===== config.mk =====
export PLATFORM = sky130hd
export DESIGN_NAME = mmio_timer_tx_flat
export DESIGN_NICKNAME = d
export VERILOG_FILES = /design/src/rtl/mmio_timer_tx_if.sv /design/src/rtl/mmio_timer_tx.sv /design/src/flat_wrapper.sv
export SDC_FILE = /design/constraint.sdc
export NUM_CORES = 1
export LEC_CHECK = 0
export CAP_MARGIN = 20
export CORE_ASPECT_RATIO = 0.9
export CORE_UTILIZATION = 41
export CTS_CLUSTER_SIZE = 28
export DETAILED_ROUTE_END_ITERATION = 6
export DONT_BUFFER_PORTS = 1
export GPL_TIMING_DRIVEN = 0
export PLACE_DENSITY_LB_ADDON = 0.3
export SLEW_MARGIN = 20
export SYNTH_ARGS = -nofsm -noshare
export SYNTH_HDL_FRONTEND = slang
export SYNTH_SLANG_ARGS = --single-unit

===== constraint.sdc =====
create_clock -name clock -period 2 [get_ports clock]
set_clock_uncertainty 0.05 [all_clocks]
set_input_delay 0.2 -clock clock [delete_from_list [all_inputs] [get_ports clock]]
set_output_delay 0.2 -clock clock [all_outputs]
set_load 0.02 [all_outputs]

===== src/rtl/mmio_timer_tx_if.sv =====
// Bus and transmit-stream signals of the mmio_timer_tx peripheral.
// The master side is the processor datapath plus the byte consumer;
// the slave side is the peripheral itself.
interface mmio_timer_tx_if;
    logic [31:0] Address;
    logic        wr;
    logic [31:0] Datain;
    logic [31:0] Dataout;
    logic        Hit;
    logic [7:0]  tx_data;
    logic        tx_valid;
    logic        tx_ready;

    modport master (
        output Address, wr, Datain, tx_ready,
        input  Dataout, Hit, tx_data, tx_valid
    );

    modport slave (
        input  Address, wr, Datain, tx_ready,
        output Dataout, Hit, tx_data, tx_valid
    );
endinterface


===== src/rtl/mmio_timer_tx.sv =====
// Memory-mapped timer and byte transmit FIFO sitting beside main memory.
// Claims a 256-byte window; read data and Hit are registered so they line
// up with the one-cycle latency of the main memory.
module mmio_timer_tx #(
    parameter logic [31:0] BASE_ADDR  = 32'hFFFF_FF00,
    parameter int          FIFO_DEPTH = 4  // power of two, 2..8
) (
    input  logic           clock,
    input  logic           reset_l,
    mmio_timer_tx_if.slave bus,
    output logic           irq
);
    localparam int PTR_W = (FIFO_DEPTH > 1) ? $clog2(FIFO_DEPTH) : 1;
    localparam int CNT_W = $clog2(FIFO_DEPTH + 1);

    localparam logic [5:0] OFF_TXDATA  = 6'h00;
    localparam logic [5:0] OFF_STATUS  = 6'h01;
    localparam logic [5:0] OFF_TIMER   = 6'h02;
    localparam logic [5:0] OFF_COMPARE = 6'h03;
    localparam logic [5:0] OFF_CTRL    = 6'h04;

    // Address decode
    logic       sel;
    logic [5:0] offset;
    logic       wr_en;
    logic       rd_en;
    logic       wr_txdata;
    logic       wr_status;
    logic       wr_timer;
    logic       wr_compare;
    logic       wr_ctrl;

    assign sel        = (bus.Address[31:8] == BASE_ADDR[31:8]);
    assign offset     = bus.Address[7:2];
    assign wr_en      = sel & bus.wr;
    assign rd_en      = sel & ~bus.wr;
    assign wr_txdata  = wr_en && (offset == OFF_TXDATA);
    assign wr_status  = wr_en && (offset == OFF_STATUS);
    assign wr_timer   = wr_en && (offset == OFF_TIMER);
    assign wr_compare = wr_en && (offset == OFF_COMPARE);
    assign wr_ctrl    = wr_en && (offset == OFF_CTRL);

    // Byte-select bits are not part of the register decode.
    logic unused_addr_bits;
    assign unused_addr_bits = &{1'b0, bus.Address[1:0]};

    // Architectural registers
    logic [31:0] timer_q;
    logic [31:0] compare_q;
    logic [2:0]  ctrl_q;      // [0] TEN, [1] IEN, [2] ARL
    logic        match_q;
    logic        ovf_q;

    // FIFO state
    logic [7:0]       mem [FIFO_DEPTH];
    logic [PTR_W-1:0] rd_ptr;
    logic [PTR_W-1:0] wr_ptr;
    logic [CNT_W-1:0] count;
    logic [7:0]       last_head;
    logic             fifo_empty;
    logic             fifo_full;
    logic             pop;
    logic             push;
    logic             overflow;

    assign fifo_empty = (count == '0);
    assign fifo_full  = (count == CNT_W'(FIFO_DEPTH));
    assign pop        = ~fifo_empty & bus.tx_ready;
    // A full FIFO can still accept a byte when the head leaves at the same edge.
    assign push       = wr_txdata & (~fifo_full | pop);
    assign overflow   = wr_txdata & fifo_full & ~pop;

    assign bus.tx_valid = ~fifo_empty;
    // When empty, keep showing the byte that was last at the head.
    assign bus.tx_data  = fifo_empty ? last_head : mem[rd_ptr];

    // Timer match only counts while the timer is running.
    logic timer_match;
    assign timer_match = ctrl_q[0] & (timer_q == compare_q);

    assign irq = match_q & ctrl_q[1];

    // Timer: bus write beats reload, reload beats increment.
    // NOTE: state registers use non-blocking assignments so every flop samples pre-edge values.
    always_ff @(posedge clock or negedge reset_l) begin
        if (!reset_l) begin
            timer_q <= '0;
        end else if (wr_timer) begin
            timer_q <= bus.Datain;
        end else if (ctrl_q[0]) begin
            timer_q <= (timer_match & ctrl_q[2]) ? '0 : timer_q + 32'd1;
        end
    end

    // Compare and control registers, sticky MATCH/OVF flags (set wins over clear).
    always_ff @(posedge clock or negedge reset_l) begin
        if (!reset_l) begin
            compare_q <= 32'hFFFF_FFFF;
            ctrl_q    <= '0;
            match_q   <= 1'b0;
            ovf_q     <= 1'b0;
        end else begin
            if (wr_compare) compare_q <= bus.Datain;
            if (wr_ctrl)    ctrl_q    <= bus.Datain[2:0];
            if (timer_match)                        match_q <= 1'b1;
            else if (wr_status && bus.Datain[8])    match_q <= 1'b0;
            if (overflow)                           ovf_q   <= 1'b1;
            else if (wr_status && bus.Datain[9])    ovf_q   <= 1'b0;
        end
    end

    // FIFO storage.
    // NOTE: the byte array is not reset; a slot is only read after a push has written it.
    always_ff @(posedge clock) begin
        if (push) mem[wr_ptr] <= bus.Datain[7:0];
    end

    // FIFO pointers, occupancy and the held head byte; reset empties the FIFO at once.
    always_ff @(posedge clock or negedge reset_l) begin
        if (!reset_l) begin
            rd_ptr    <= '0;
            wr_ptr    <= '0;
            count     <= '0;
            last_head <= '0;
        end else begin
            if (push) wr_ptr <= wr_ptr + PTR_W'(1);
            if (pop) begin
                rd_ptr    <= rd_ptr + PTR_W'(1);
                last_head <= mem[rd_ptr];
            end
            case ({push, pop})
                2'b10:   count <= count + CNT_W'(1);
                2'b01:   count <= count - CNT_W'(1);
                default: count <= count;
            endcase
        end
    end

    // Register read mux.
    // NOTE: every combinational output gets a default first so no latch is inferred.
    logic [31:0] rd_data;
    always_comb begin
        rd_data = '0;
        case (offset)
            OFF_STATUS:  rd_data = {22'd0, ovf_q, match_q, 2'b00, 4'(count), fifo_full, fifo_empty};
            OFF_TIMER:   rd_data = timer_q;
            OFF_COMPARE: rd_data = compare_q;
            OFF_CTRL:    rd_data = {29'd0, ctrl_q};
            default:     rd_data = '0;
        endcase
    end

    // Registered read response, one cycle after the address like main memory.
    always_ff @(posedge clock or negedge reset_l) begin
        if (!reset_l) begin
            bus.Dataout <= '0;
            bus.Hit     <= 1'b0;
        end else begin
            bus.Dataout <= rd_en ? rd_data : '0;
            bus.Hit     <= rd_en;
        end
    end
endmodule


===== src/flat_wrapper.sv =====
// flat-port wrapper written by rule: the top's interface ports become plain ports
module mmio_timer_tx_flat 
#(
    parameter logic [31:0] BASE_ADDR  = 32'hFFFF_FF00,
    parameter int          FIFO_DEPTH = 4                       
)
  (clock, reset_l, irq, bus_Address, bus_wr, bus_Datain, bus_tx_ready, bus_Dataout, bus_Hit, bus_tx_data, bus_tx_valid);
  mmio_timer_tx_if bus_i ();
  input  logic clock;
  input  logic reset_l;
  output logic irq;
  input wire logic [$bits(bus_i.Address)-1:0] bus_Address;
  input wire logic [$bits(bus_i.wr)-1:0] bus_wr;
  input wire logic [$bits(bus_i.Datain)-1:0] bus_Datain;
  input wire logic [$bits(bus_i.tx_ready)-1:0] bus_tx_ready;
  output wire logic [$bits(bus_i.Dataout)-1:0] bus_Dataout;
  output wire logic [$bits(bus_i.Hit)-1:0] bus_Hit;
  output wire logic [$bits(bus_i.tx_data)-1:0] bus_tx_data;
  output wire logic [$bits(bus_i.tx_valid)-1:0] bus_tx_valid;
  assign bus_i.Address = bus_Address;
  assign bus_i.wr = bus_wr;
  assign bus_i.Datain = bus_Datain;
  assign bus_i.tx_ready = bus_tx_ready;
  assign bus_Dataout = bus_i.Dataout;
  assign bus_Hit = bus_i.Hit;
  assign bus_tx_data = bus_i.tx_data;
  assign bus_tx_valid = bus_i.tx_valid;
  mmio_timer_tx #(.BASE_ADDR(BASE_ADDR), .FIFO_DEPTH(FIFO_DEPTH)) u_core (.clock(clock), .reset_l(reset_l), .bus(bus_i), .irq(irq));
endmodule

Yosys cells after proc, flatten, opt, wreduce, memory -nomap -nowiden

Memories as Yosys holds them, arrays and structs flattened.
Index checks and enable logic that the tools add are counted.

Flip-flop bits (word level): 117
Bits in writable memories: 32
Bits of input ports: 68
Output and inout port bits: 43
Logic and storage cells: 66
Memories: 1

Add/sub/neg operators: 5
Equal/unequal tests: 9
Mux-type cells: 13
Bitwise operators: 14
Reduce and logical (&&, ||, !) cells: 13

Memories:

| memory     | depth | width | rd ports | clocked after Yosys merged registers in | wr ports | RTL line            | source |
|---|---|---|---|---|---|---|---|
| u_core.mem | 4     | 8     | 1        | 0                                       | 1        | mmio_timer_tx.sv:55 | `logic [7:0] mem [FIFO_DEPTH];` |

Operator list:

| kind                    | count |
|---|---|
| $mux W32                | 4 |
| $pmux W32 S4            | 1 |
| $add A32 B1 Y32 const B | 1 |
| $eq A32 B32 Y1          | 1 |
| $eq A24 B24 Y1 const B  | 1 |
| $eq A6 B2 Y1 const B    | 2 |
| $and A1 B1 Y1           | 9 |
| $mux W8                 | 1 |
| $reduce_bool A2 Y1      | 4 |
| $logic_and A1 B1 Y1     | 7 |
| $eq A6 B1 Y1 const B    | 1 |
| $eq A6 B3 Y1 const B    | 1 |
| $logic_not A6 Y1        | 1 |
| $mux W1                 | 6 |
| $pmux W3 S2             | 1 |
| $add A2 B1 Y2 const B   | 2 |
| $not A1 Y1              | 4 |
| $add A3 B1 Y3 const B   | 1 |
| $eq A3 B3 Y1 const B    | 1 |
| $logic_not A3 Y1        | 1 |
| $sub A3 B1 Y3 const B   | 1 |
| $eq A2 B1 Y1 const B    | 1 |
| $eq A2 B2 Y1 const B    | 1 |
| $or A1 B1 Y1            | 1 |

Logic depth before layout (Yosys ltp)

Gate-level depths: netlist (run 1).

Depth after elaboration: 7
Depth in mapped cells: 9
Gate-level depth less buffers: 8

Worst setup path after synthesis (run 1)

OpenSTA, ideal clock, no wires.

Path type: register to register
Start: reg u_core.compare_q[24]
End: reg u_core.timer_q[5]
Library setup time: 124 ps
Arrival: 1948 ps
Required time: 1826 ps
Setup slack: -122 ps
Stages on the path, launching flop included: 9
Path buffers: 2
Clock period less this slack: 2122 ps
Cells stage by stage: dfstp_2 inv_1 a2111o_1 nor4_2 and4_1 buf_4 buf_6 a211oi_1 a211o_1

Word-level cells in the longest chain between the ends: 6

RTL lines:

| what                   | RTL line             | source |
|---|---|---|
| start, declared        | mmio_timer_tx.sv:49  | `logic [31:0] compare_q;` |
| start signal, assigned | mmio_timer_tx.sv:103 | `if (wr_compare) compare_q <= bus.Datain;` |
| $eq A32 B32 Y1         | mmio_timer_tx.sv:79  | `assign timer_match = ctrl_q[0] & (timer_q == compare_q);` |
| $and A1 B1 Y1          | mmio_timer_tx.sv:79  |  |
| $and A1 B1 Y1          | mmio_timer_tx.sv:91  | `timer_q <= (timer_match & ctrl_q[2]) ? '0 : timer_q + 32'd1;` |
| $mux W32               | mmio_timer_tx.sv:91  |  |
| $mux W32               | mmio_timer_tx.sv:90  | `end else if (ctrl_q[0]) begin` |
| $mux W32               | mmio_timer_tx.sv:88  | `end else if (wr_timer) begin` |
| end signal, assigned   | mmio_timer_tx.sv:89  | `timer_q <= bus.Datain;` |
| end signal, assigned   | mmio_timer_tx.sv:91  |  |
| end, declared          | mmio_timer_tx.sv:48  | `logic [31:0] timer_q;` |

No other way between the ends. The select of a mux whose other input is x is not followed.
A chain may end at the register's enable or synchronous reset.

Final worst setup path (run 1)

Start: reg u_core.compare_q[0]
End: reg u_core.timer_q[5]

Same word-level chain as after synthesis.

==> results.json, run 1 <==
{
  "slowest_stage": "dfstp_2",
  "critPathCapture": "u_core.timer_q[5]",
  "drtPass1Iterations": 5,
  "postCtsHoldBufs": 37,
  "postRouteWirelength_mm": 21.7,
  "r2r-end": "u_core.timer_q[5]",
  "cts.sinks": 149,
  "ioPinCount": 111,
  "finalCritPeriodShare_pct": 111,
  "synth_cells": 701,
  "routabilityCongestion": 0.908,
  "p_leak_uw": 0.00389,
  "clock_latency_ns": 0.44,
  "cp.arrival_ns": 2.49,
  "synth_cell_types": 54,
  "final_max_slew_viol_count": 0,
  "r2r_slack_ns": -0.22,
  "slowest_delay_ns": 0.56,
  "area_growth_pct": 25.1,
  "clock_path_buffers": 2,
  "r2r-start": "u_core.compare_q[0]",
  "syn_avg_cell_area_um2": 10.9,
  "status": "finished with violations",
  "via_per_inst": 5.73,
  "synthesis.area_um2": 7630,
  "cts_tree": "done",
  "synth.most_common_cell": "nand2_1",
  "grt_pass1_vias": 5973,
  "rsz0062_at_grt": "true",
  "synthTopCellsByArea": "dfrtp_1, edfxtp_1, dfstp_2",
  "path_clk_slew_ns": 0.07,
  "cts-root-buf": "clkbuf_16",
  "drt_iter0_markers": 481,
  "grt_pass1_wl_mm": 33.5,
  "placed_cells": 941,
  "antenna_found_initial": 1,
  "path_class": "register to register",
  "ys_top_cells_by_count": "nand2_1, dfrtp_1, nor2_1",
  "max-cap-violations": 0,
  "grt_use_total_pct": 23.1,
  "crit_chain": "xnor2_2 > nand4_1 > nor3_2 > and4_1 > buf_6 > buf_8 > a211oi_1 > a211o_1",
  "dpl_cell_area_um2": 7940,
  "power_density_nw_per_um2": 824,
  "overflow": 0,
  "layout.cells.non_filler": 1037,
  "ys_async_sr_fraction_pct": 78.5,
  "violations": "negative hold slack, negative setup slack",
  "drive_gt1_share_pct": 31.4,
  "multi_input_area_um2": 3750,
  "hold_class": "input pin to async pin",
  "reg2regPathDepth": 8,
  "relSlewSlack_pct": 43.1,
  "max-vdd-ir-drop_v": 0.000576,
  "fillCellCount": 1567,
  "worst_slack_ns": -0.215,
  "dp.final_hpwl_mm": 14.5,
  "fmax_ghz": 0.451,
  "wl_per_cell_um": 20.9,
  "synth_top_cell_by_area": "dfrtp_1",
  "dpl_worst_slack_ns": -0.482,
  "hold_violations": 118,
  "endpoint_kind": "register",
  "num_rows": 46,
  "io_buffers": 0,
  "synth_seq_area_share_pct": 51.5,
  "cts_max_level": 4,
  "postRouteAntennaNets": 0,
  "worstPathMaxFanout": 7,
  "tightest_slew_ns": 0.851,
  "period_needed_ns": 2.22,
  "start_util_pct": 42.6,
  "fin_nets": 857,
  "drc": 0,
  "die_y_um": 131,
  "cp.required_ns": 2.27,
  "whs_ns": -0.606,
  "fin_area_um2": 9540,
  "die_x_um": 146,
  "cts_buffers": 17,
  "synth_nets": 775,
  "ys_ff_latch": 149,
  "ys.flop_type": "dfrtp_1",
  "seq_area_um2": 3950,
  "cp-startpoint": "u_core.compare_q[0]",
  "synth_top_area_share_pct": 27.9,
  "setup-tns-final_ns": -5.70,
  "grt_max_degree": 118,
  "synth_edf_count": 32,
  "start_kind": "register",
  "yosysWarningCount": 0,
  "fin_total_pwr_uw": 7870,
  "setup_viol": 33,
  "design.core.area_um2": 17900,
  "vias": 5938,
  "die_area_um2": 19200
}
metrics by stage:
| stage | util [%] | hold WS, ns |
|---|---|---|
| floorplan | - | -0.146 |
| global placement | 44.4 | -0.143 |
| detailed placement | 44.4 | -0.143 |
| CTS | 51.5 | -0.616 |
| global route | 53.3 | -0.622 |
| finish | 53.3 | -0.606 |
final cells by class:
type / instances / share of cell area [%]
antenna: 1 / 0.0262
buffer: 35 / 2.24
clock buffer: 19 / 4.64
clock inverter: 13 / 1.47
inverter: 17 / 0.669
multi-input combinational: 492 / 39.3
sequential: 149 / 41.3
tap: 240 / 3.15
timing repair buffer: 71 / 7.21
metal layers:
layer  up-vias  global-route usage (%)  share of wire (%)
met2       201                    35.6                 46
met4         0                    8.07                1.5
met5         -                       0                  0
met3        38                    5.17                5.9
li1       2703                       -                  -
met1      2996                    31.9                 46
sequential cells by signal (all words and copies together), names as in the netlist:
signal	cells
u_core.ovf_q	1
u_core.bus.Hit	1
u_core.last_head	8
u_core.count	3
u_core.match_q	1
u_core.mem	32
u_core.compare_q	32
u_core.ctrl_q	3
u_core.timer_q	32
u_core.rd_ptr	2
u_core.bus.Dataout	32
u_core.wr_ptr	2
logic make-up (layout without fill, tap and decap cells):
family	Yosys count	in the layout	share of synthesized area (%)
XOR/XNOR	35	35	4.02
AND/OR/NAND/NOR	293	293	20.1
multiplexers	72	72	11.3
other	0	1	0
AO/OA/AOI/OAI	86	86	8.27
adder cells (fa/ha/maj)	6	6	1.08
flip-flops	149	149	51.5
buffers and inverters	60	155	3.76
worst min-delay path by stage:
stage,startpoint,end,cells after the start,slack [ns]
3_5_place_dp,reset_l,u_core.last_head[7],0,-0.14
5_1_grt,reset_l,u_core.last_head[5],0,-0.62
4_1_cts,reset_l,u_core.last_head[7],0,-0.62
2_1_floorplan,reset_l,u_core.bus.Dataout[0],0,-0.15
3_3_place_gp,reset_l,u_core.last_head[5],0,-0.14
6_report,reset_l,u_core.last_head[7],0,-0.61
report_power, final:
| part | switching [µW] | internal, µW | leakage, µW | total, µW |
|---|---|---|---|---|
| clock | 1400 | 1790 | 0.000281 | 3190 |
| sequential | 152 | 3250 | 0.00160 | 3400 |
| combinational | 722 | 552 | 0.00202 | 1270 |
worst max-delay path: cells and delay by family (launching register included):
kind            cells  cell delay [ns]
compound gates      2             0.30
simple gates        3             0.73
flops               1             0.56
xor+xnor            1             0.15
buf+inv             2             0.30
placed cells by master, fill, tap and decap left out, drive strengths merged, types with 4 or more instances in the layout:
| cell | instances |
|---|---|
| nor2b | 6 |
| nand4 | 26 |
| dlygate4sd3 | 37 |
| and2 | 10 |
| edfxtp | 32 |
| mux4 | 8 |
| mux2i | 30 |
| xor2 | 4 |
| ha | 5 |
| buf | 57 |
| nor3 | 15 |
| nand2b | 11 |
| a211o | 22 |
| o31ai | 9 |
| dfrtp | 85 |
| nor4 | 8 |
| and3 | 22 |
| clkbuf | 31 |
| a22oi | 4 |
| xnor2 | 31 |
| o21ai | 12 |
| or3 | 9 |
| mux2 | 34 |
| inv | 23 |
| clkinv | 4 |
| dfstp | 32 |
| nor2 | 45 |
| or4 | 15 |
| a21oi | 12 |
| a211oi | 11 |
| nand3 | 25 |
| nand2 | 96 |
timing repair:
item | in CTS | in global routing
pin swaps | 16 | 43
setup endpoints to repair | 87 | 53
cloned | 0 | 2
hold endpoints to repair | 223 | 117
setup buffers | 24 | 8
gates resized for setup | 46 | 56
Power figures use the tool's default switching activity.
==> run 2: changes to the inputs <==
CORE_MARGIN = 1.5   (was not set)
==> run 2 against run 1 <==
Against the previous run:
- the run still ends with negative hold slack, negative setup slack left
- critical path type unchanged
- global-route usage is 0.47 points lower
- register-to-register slack hardly changed
- sequential share of layout area is 0.80 points higher
- cell count stayed put
- sequential power hardly changed
- setup slack worse by 0.015 ns
==> results.json, run 2 (same netlist as run 1, synthesis figures left out) <==
{
  "max-cap-violations": 0,
  "crit_chain": "xnor2_1 > nand4_1 > nor3_2 > and4_1 > buf_6 > clkbuf_16 > buf_6 > a211o_1 > o311ai_1",
  "design.core.area_um2": 18300,
  "worstPathMaxFanout": 6,
  "multi_input_area_um2": 3650,
  "slowest_stage": "dfrtp_2",
  "setup_viol": 32,
  "crit_family": "simple AND/OR/NAND/NOR gates",
  "worst_slack_ns": -0.230,
  "period_needed_ns": 2.23,
  "cts_max_level": 4,
  "violations": "negative hold slack, negative setup slack",
  "path_buf_inv": 3,
  "via_per_inst": 5.76,
  "cp.required_ns": 2.23,
  "cp-startpoint": "u_core.timer_q[0]",
  "grt_pass1_wl_mm": 33.6,
  "slowest_delay_ns": 0.47,
  "status": "finished with violations",
  "rsz0062_at_grt": "true",
  "max-vdd-ir-drop_v": 0.000673,
  "dpl_cell_area_um2": 7950,
  "diodes": 0,
  "tightest_slew_ns": 0.905,
  "path_class": "register to register",
  "grt_pass1_vias": 6058,
  "cts.sinks": 149,
  "mostFrequentLayoutCells": "nand2_1, dfrtp_1, nor2_1, dlygate4sd3_1, mux2_2",
  "r2r-start": "u_core.timer_q[0]",
  "drc": 0,
  "grt_use_total_pct": 22.6,
  "final_max_slew_viol_count": 0,
  "clock_latency_ns": 0.44,
  "die_y_um": 132,
  "fillCellCount": 1603,
  "grt_max_degree": 118,
  "drive_gt1_share_pct": 28.8,
  "finalCritPeriodShare_pct": 112,
  "fin_total_pwr_uw": 7820,
  "antenna_found_initial": 0,
  "hold_violations": 117,
  "io_buffers": 0,
  "cp.arrival_ns": 2.46,
  "wl_per_cell_um": 20.8,
  "power_density_nw_per_um2": 835,
  "overflow": 0,
  "cts_buffers": 17,
  "postRouteAntennaNets": 0,
  "cts_tree": "done",
  "num_rows": 47,
  "drtPass1Iterations": 4,
  "postRouteWirelength_mm": 21.5,
  "hold_class": "input pin to async pin",
  "start_util_pct": 41.7,
  "start_kind": "register",
  "die_x_um": 147,
  "fin_area_um2": 9360,
  "fin_nets": 853,
  "endpoint_kind": "register",
  "ioPinCount": 111,
  "seq_area_um2": 3950,
  "final_common_cell": "nand2_1",
  "dp.final_hpwl_mm": 14.7,
  "whs_ns": -0.608,
  "die_area_um2": 19400,
  "clock_path_buffers": 2,
  "setup-tns-final_ns": -5.24,
  "area_growth_pct": 22.7,
  "postCtsHoldBufs": 37,
  "p_leak_uw": 0.00381,
  "routabilityCongestion": 0.908,
  "path_clk_slew_ns": 0.07,
  "critical_path.most_common_cell": "buf_6",
  "vias": 5977,
  "drt_iter0_markers": 392,
  "cts-root-buf": "clkbuf_16",
  "fmax_ghz": 0.448,
  "relSlewSlack_pct": 39.1
}
[run 2: through the flow]
stage          setup slack [ns]  cells  util (%)
2_1_floorplan            0.0178    701         -
3_3_place_gp             -0.484    946      43.4
3_5_place_dp             -0.508    946      43.4
4_1_cts                  -0.167   1025      49.8
5_1_grt                  -0.246   1037      51.2
6_report                 -0.230   1037      51.2
[run 2: layout make-up]
type	count	share of cell area, %
flip-flops and latches	149	42.1
multi-input cells	492	39.0
repair buffers	66	6.63
clock buffers	17	4.54
well taps	245	3.27
plain buffers	36	2.34
clock inverters	15	1.43
inverters	17	0.681
[run 2: per-layer routing]
layer	part of all wire, %	track usage, %
met3	6.5	5.67
met5	0	0
met4	1.7	7.52
met1	45	30.9
met2	47	35.2
[run 2: repair_timing]
| item | in CTS | in global routing |
|---|---|---|
| endpoints found under the setup margin | 54 | 76 |
| buffers inserted | 16 | 12 |
| endpoints found under the hold margin | 223 | 117 |
| pin swaps | 11 | 20 |
| gates cloned | 0 | 1 |
| gates resized for setup | 36 | 45 |
[run 2: worst register-to-register path, cell delays in order, from the launching register on]
cell       delay [ns]
dfrtp_2          0.47
xnor2_1          0.32
nand4_1          0.17
nor3_2           0.25
and4_1           0.24
buf_6            0.14
clkbuf_16        0.16
buf_6            0.10
a211o_1          0.09
o311ai_1         0.10
[run 2: power breakdown]
| group | switching (µW) | internal [µW] | total (µW) |
|---|---|---|---|
| Sequential | 146 | 3250 | 3400 |
| Combinational | 749 | 591 | 1340 |
| Clock | 1440 | 1640 | 3080 |
| Total | 2340 | 5490 | 7820 |
[run 2: worst paths after layout]
kind / cells past startpoint / to / slack, ns
max: 9 / u_core.timer_q[11] / -0.23
min: 0 / u_core.last_head[6] / -0.61
max reg2reg: 9 / u_core.timer_q[11] / -0.23
min reg2reg: 2 / u_core.last_head[5] / 0.44
max in group asynchronous: 0 / u_core.compare_q[6] / 2.15
min in group clock: 2 / u_core.ovf_q / 0.02
==> run 3: changes to the inputs <==
CELL_PAD_IN_SITES_DETAIL_PLACEMENT = 0   (was not set)
CELL_PAD_IN_SITES_GLOBAL_PLACEMENT = 2   (was not set)
CORE_ASPECT_RATIO = not set   (was 0.9)
CORE_UTILIZATION = 37   (was 41)
==> run 3 against run 2 <==
Against the previous run:
- the flow still finishes with violations (negative hold slack, negative setup slack)
- critical endpoint is now u_core.timer_q[29]
- count of clock-buffer cells in the layout rose by 1
- sequential cell count did not move
- largest cell class unchanged
- critical path depth fell by 1
- sequential share of layout area fell by 0.79 points
- first-iteration DRC count rose by 4.3%
- largest power group unchanged
- highest routed layer unchanged
- power rose by 0.44%
==> results.json, run 3 (same netlist as run 1, synthesis figures left out) <==
{
  "fin_area_um2": 9540,
  "cp_num_cells": 8,
  "fmax_ghz": 0.457,
  "setup_viol": 32,
  "fillCellCount": 1872,
  "relSlewSlack_pct": 40.5,
  "reg2regPathDepth": 8,
  "postCtsHoldBufs": 37,
  "clock_latency_ns": 0.43,
  "grt_pass1_vias": 6030,
  "tightest_slew_ns": 0.884,
  "dp.final_hpwl_mm": 15.1,
  "slowest_stage": "dfrtp_1",
  "fin_nets": 855,
  "cts-root-buf": "clkbuf_16",
  "die_area_um2": 21500,
  "via_per_inst": 5.46,
  "utilization_pct": 47.2,
  "io_buffers": 0,
  "overflow": 0,
  "diodes": 0,
  "period_needed_ns": 2.19,
  "cts_buffers": 17,
  "max-cap-violations": 0,
  "grt_use_total_pct": 21.1,
  "grt_max_degree": 118,
  "die_y_um": 147,
  "antenna_found_initial": 0,
  "ioPinCount": 111,
  "vias": 5810,
  "violations": "negative hold slack, negative setup slack",
  "postRouteAntennaNets": 0,
  "crit_family": "simple AND/OR/NAND/NOR gates",
  "start_util_pct": 37.7,
  "path_class": "register to register",
  "cts.sinks": 149,
  "design.core.area_um2": 20200,
  "drt_iter0_markers": 409,
  "whs_ns": -0.587,
  "drtPass1Iterations": 5,
  "worstPathMaxFanout": 10,
  "path_buf_inv": 2,
  "drc": 0,
  "routabilityCongestion": 0.931,
  "hold_class": "input pin to async pin",
  "multi_input_area_um2": 3730,
  "crit_chain": "xnor2_1 > nand4_1 > nor3_2 > and4_1 > buf_6 > buf_8 > a21oi_1 > a211o_1",
  "slowest_delay_ns": 0.47,
  "final_common_cell": "nand2_1",
  "mostFrequentLayoutCells": "nand2_1, dfrtp_1, nor2_1, dlygate4sd3_1, mux2_2",
  "grt_pass1_wl_mm": 34.5,
  "power_density_nw_per_um2": 823,
  "area_growth_pct": 25.1,
  "worst_slack_ns": -0.189,
  "rsz0062_at_grt": "true",
  "drive_gt1_share_pct": 30.9,
  "status": "finished with violations",
  "seq_area_um2": 3950,
  "die_x_um": 147,
  "path_clk_slew_ns": 0.07,
  "num_rows": 52,
  "clock_path_buffers": 2,
  "postRouteWirelength_mm": 22.2,
  "wl_per_cell_um": 20.8,
  "cp.arrival_ns": 2.45,
  "max-vdd-ir-drop_v": 0.000568,
  "p_leak_uw": 0.00390,
  "finalCritPeriodShare_pct": 109,
  "endpoint_kind": "register",
  "dpl_cell_area_um2": 7980,
  "cp.required_ns": 2.26,
  "final_max_slew_viol_count": 0,
  "hold_violations": 117,
  "start_kind": "register",
  "cts_max_level": 4,
  "cts_tree": "done"
}
==> run 3: changes by cell type in the layout (fill, tap and decap cells not counted), moves of 4 or more <==
cell / previous run / this run
o31ai_2: 0 / 6
nand2_1: 82 / 86
xnor2_2: 4 / 8
nand2_4: 5 / 0
xnor2_1: 26 / 22
o31ai_1: 9 / 1
==> run 3: layout make-up <==
class | count | share of cell area (%)
Clock buffer | 18 | 4.72
Clock inverter | 14 | 1.39
Sequential cell | 149 | 41.3
Timing Repair Buffer | 67 | 6.83
Inverter | 17 | 0.669
Buffer | 37 | 2.39
Multi-Input combinational cell | 492 | 39.1
Tap cell | 270 | 3.54
==> run 3: repair_timing <==
action / in CTS / in global routing
pin swaps: 32 / 6
cloned: 1 / 0
buffers inserted: 23 / 6
setup endpoints to repair: 87 / 44
gates resized for setup: 69 / 26
hold endpoints to repair: 222 / 117
==> run 3: final timing paths <==
kind | from | to | slack [ns]
max | u_core.timer_q[17] | u_core.timer_q[29] | -0.19
min | reset_l | u_core.last_head[4] | -0.59
max reg2reg | u_core.timer_q[17] | u_core.timer_q[29] | -0.19
min reg2reg | u_core.last_head[2] | u_core.last_head[2] | 0.43
max in group asynchronous | reset_l | u_core.compare_q[19] | 2.18
min in group clock | bus_Address[3] | u_core.bus.Dataout[9] | 0.04
==> run 3: power breakdown <==
group	leakage (µW)	switching (µW)	internal [µW]	total, µW
clock network	0.000286	1440	1720	3160
registers	0.00160	142	3250	3390
logic	0.00202	701	599	1300
total	0.00390	2280	5570	7860
==> run 3: through the flow <==
step           cells  setup TNS [ns]  setup slack, ns  power [µW]  hold slack, ns
4_1_cts         1058           -3.33           -0.156        7790          -0.600
6_report        1064           -4.65           -0.189        7860          -0.587
5_1_grt         1064           -6.47           -0.252        8210          -0.613
2_1_floorplan    701               0           0.0178        4240          -0.146
3_5_place_dp     971          -40.34           -0.488        4430          -0.141
3_3_place_gp     971          -40.86           -0.497        4400          -0.143
==> run 3: routing by layer <==
layer | share of wire (%) | track usage, % | routed length (µm)
met1 | 46 | 29.1 | 10100
met2 | 47 | 33.3 | 10400
met4 | 1.9 | 6.52 | 422
met5 | 0 | 0 | 0
met3 | 5.5 | 4.41 | 1230
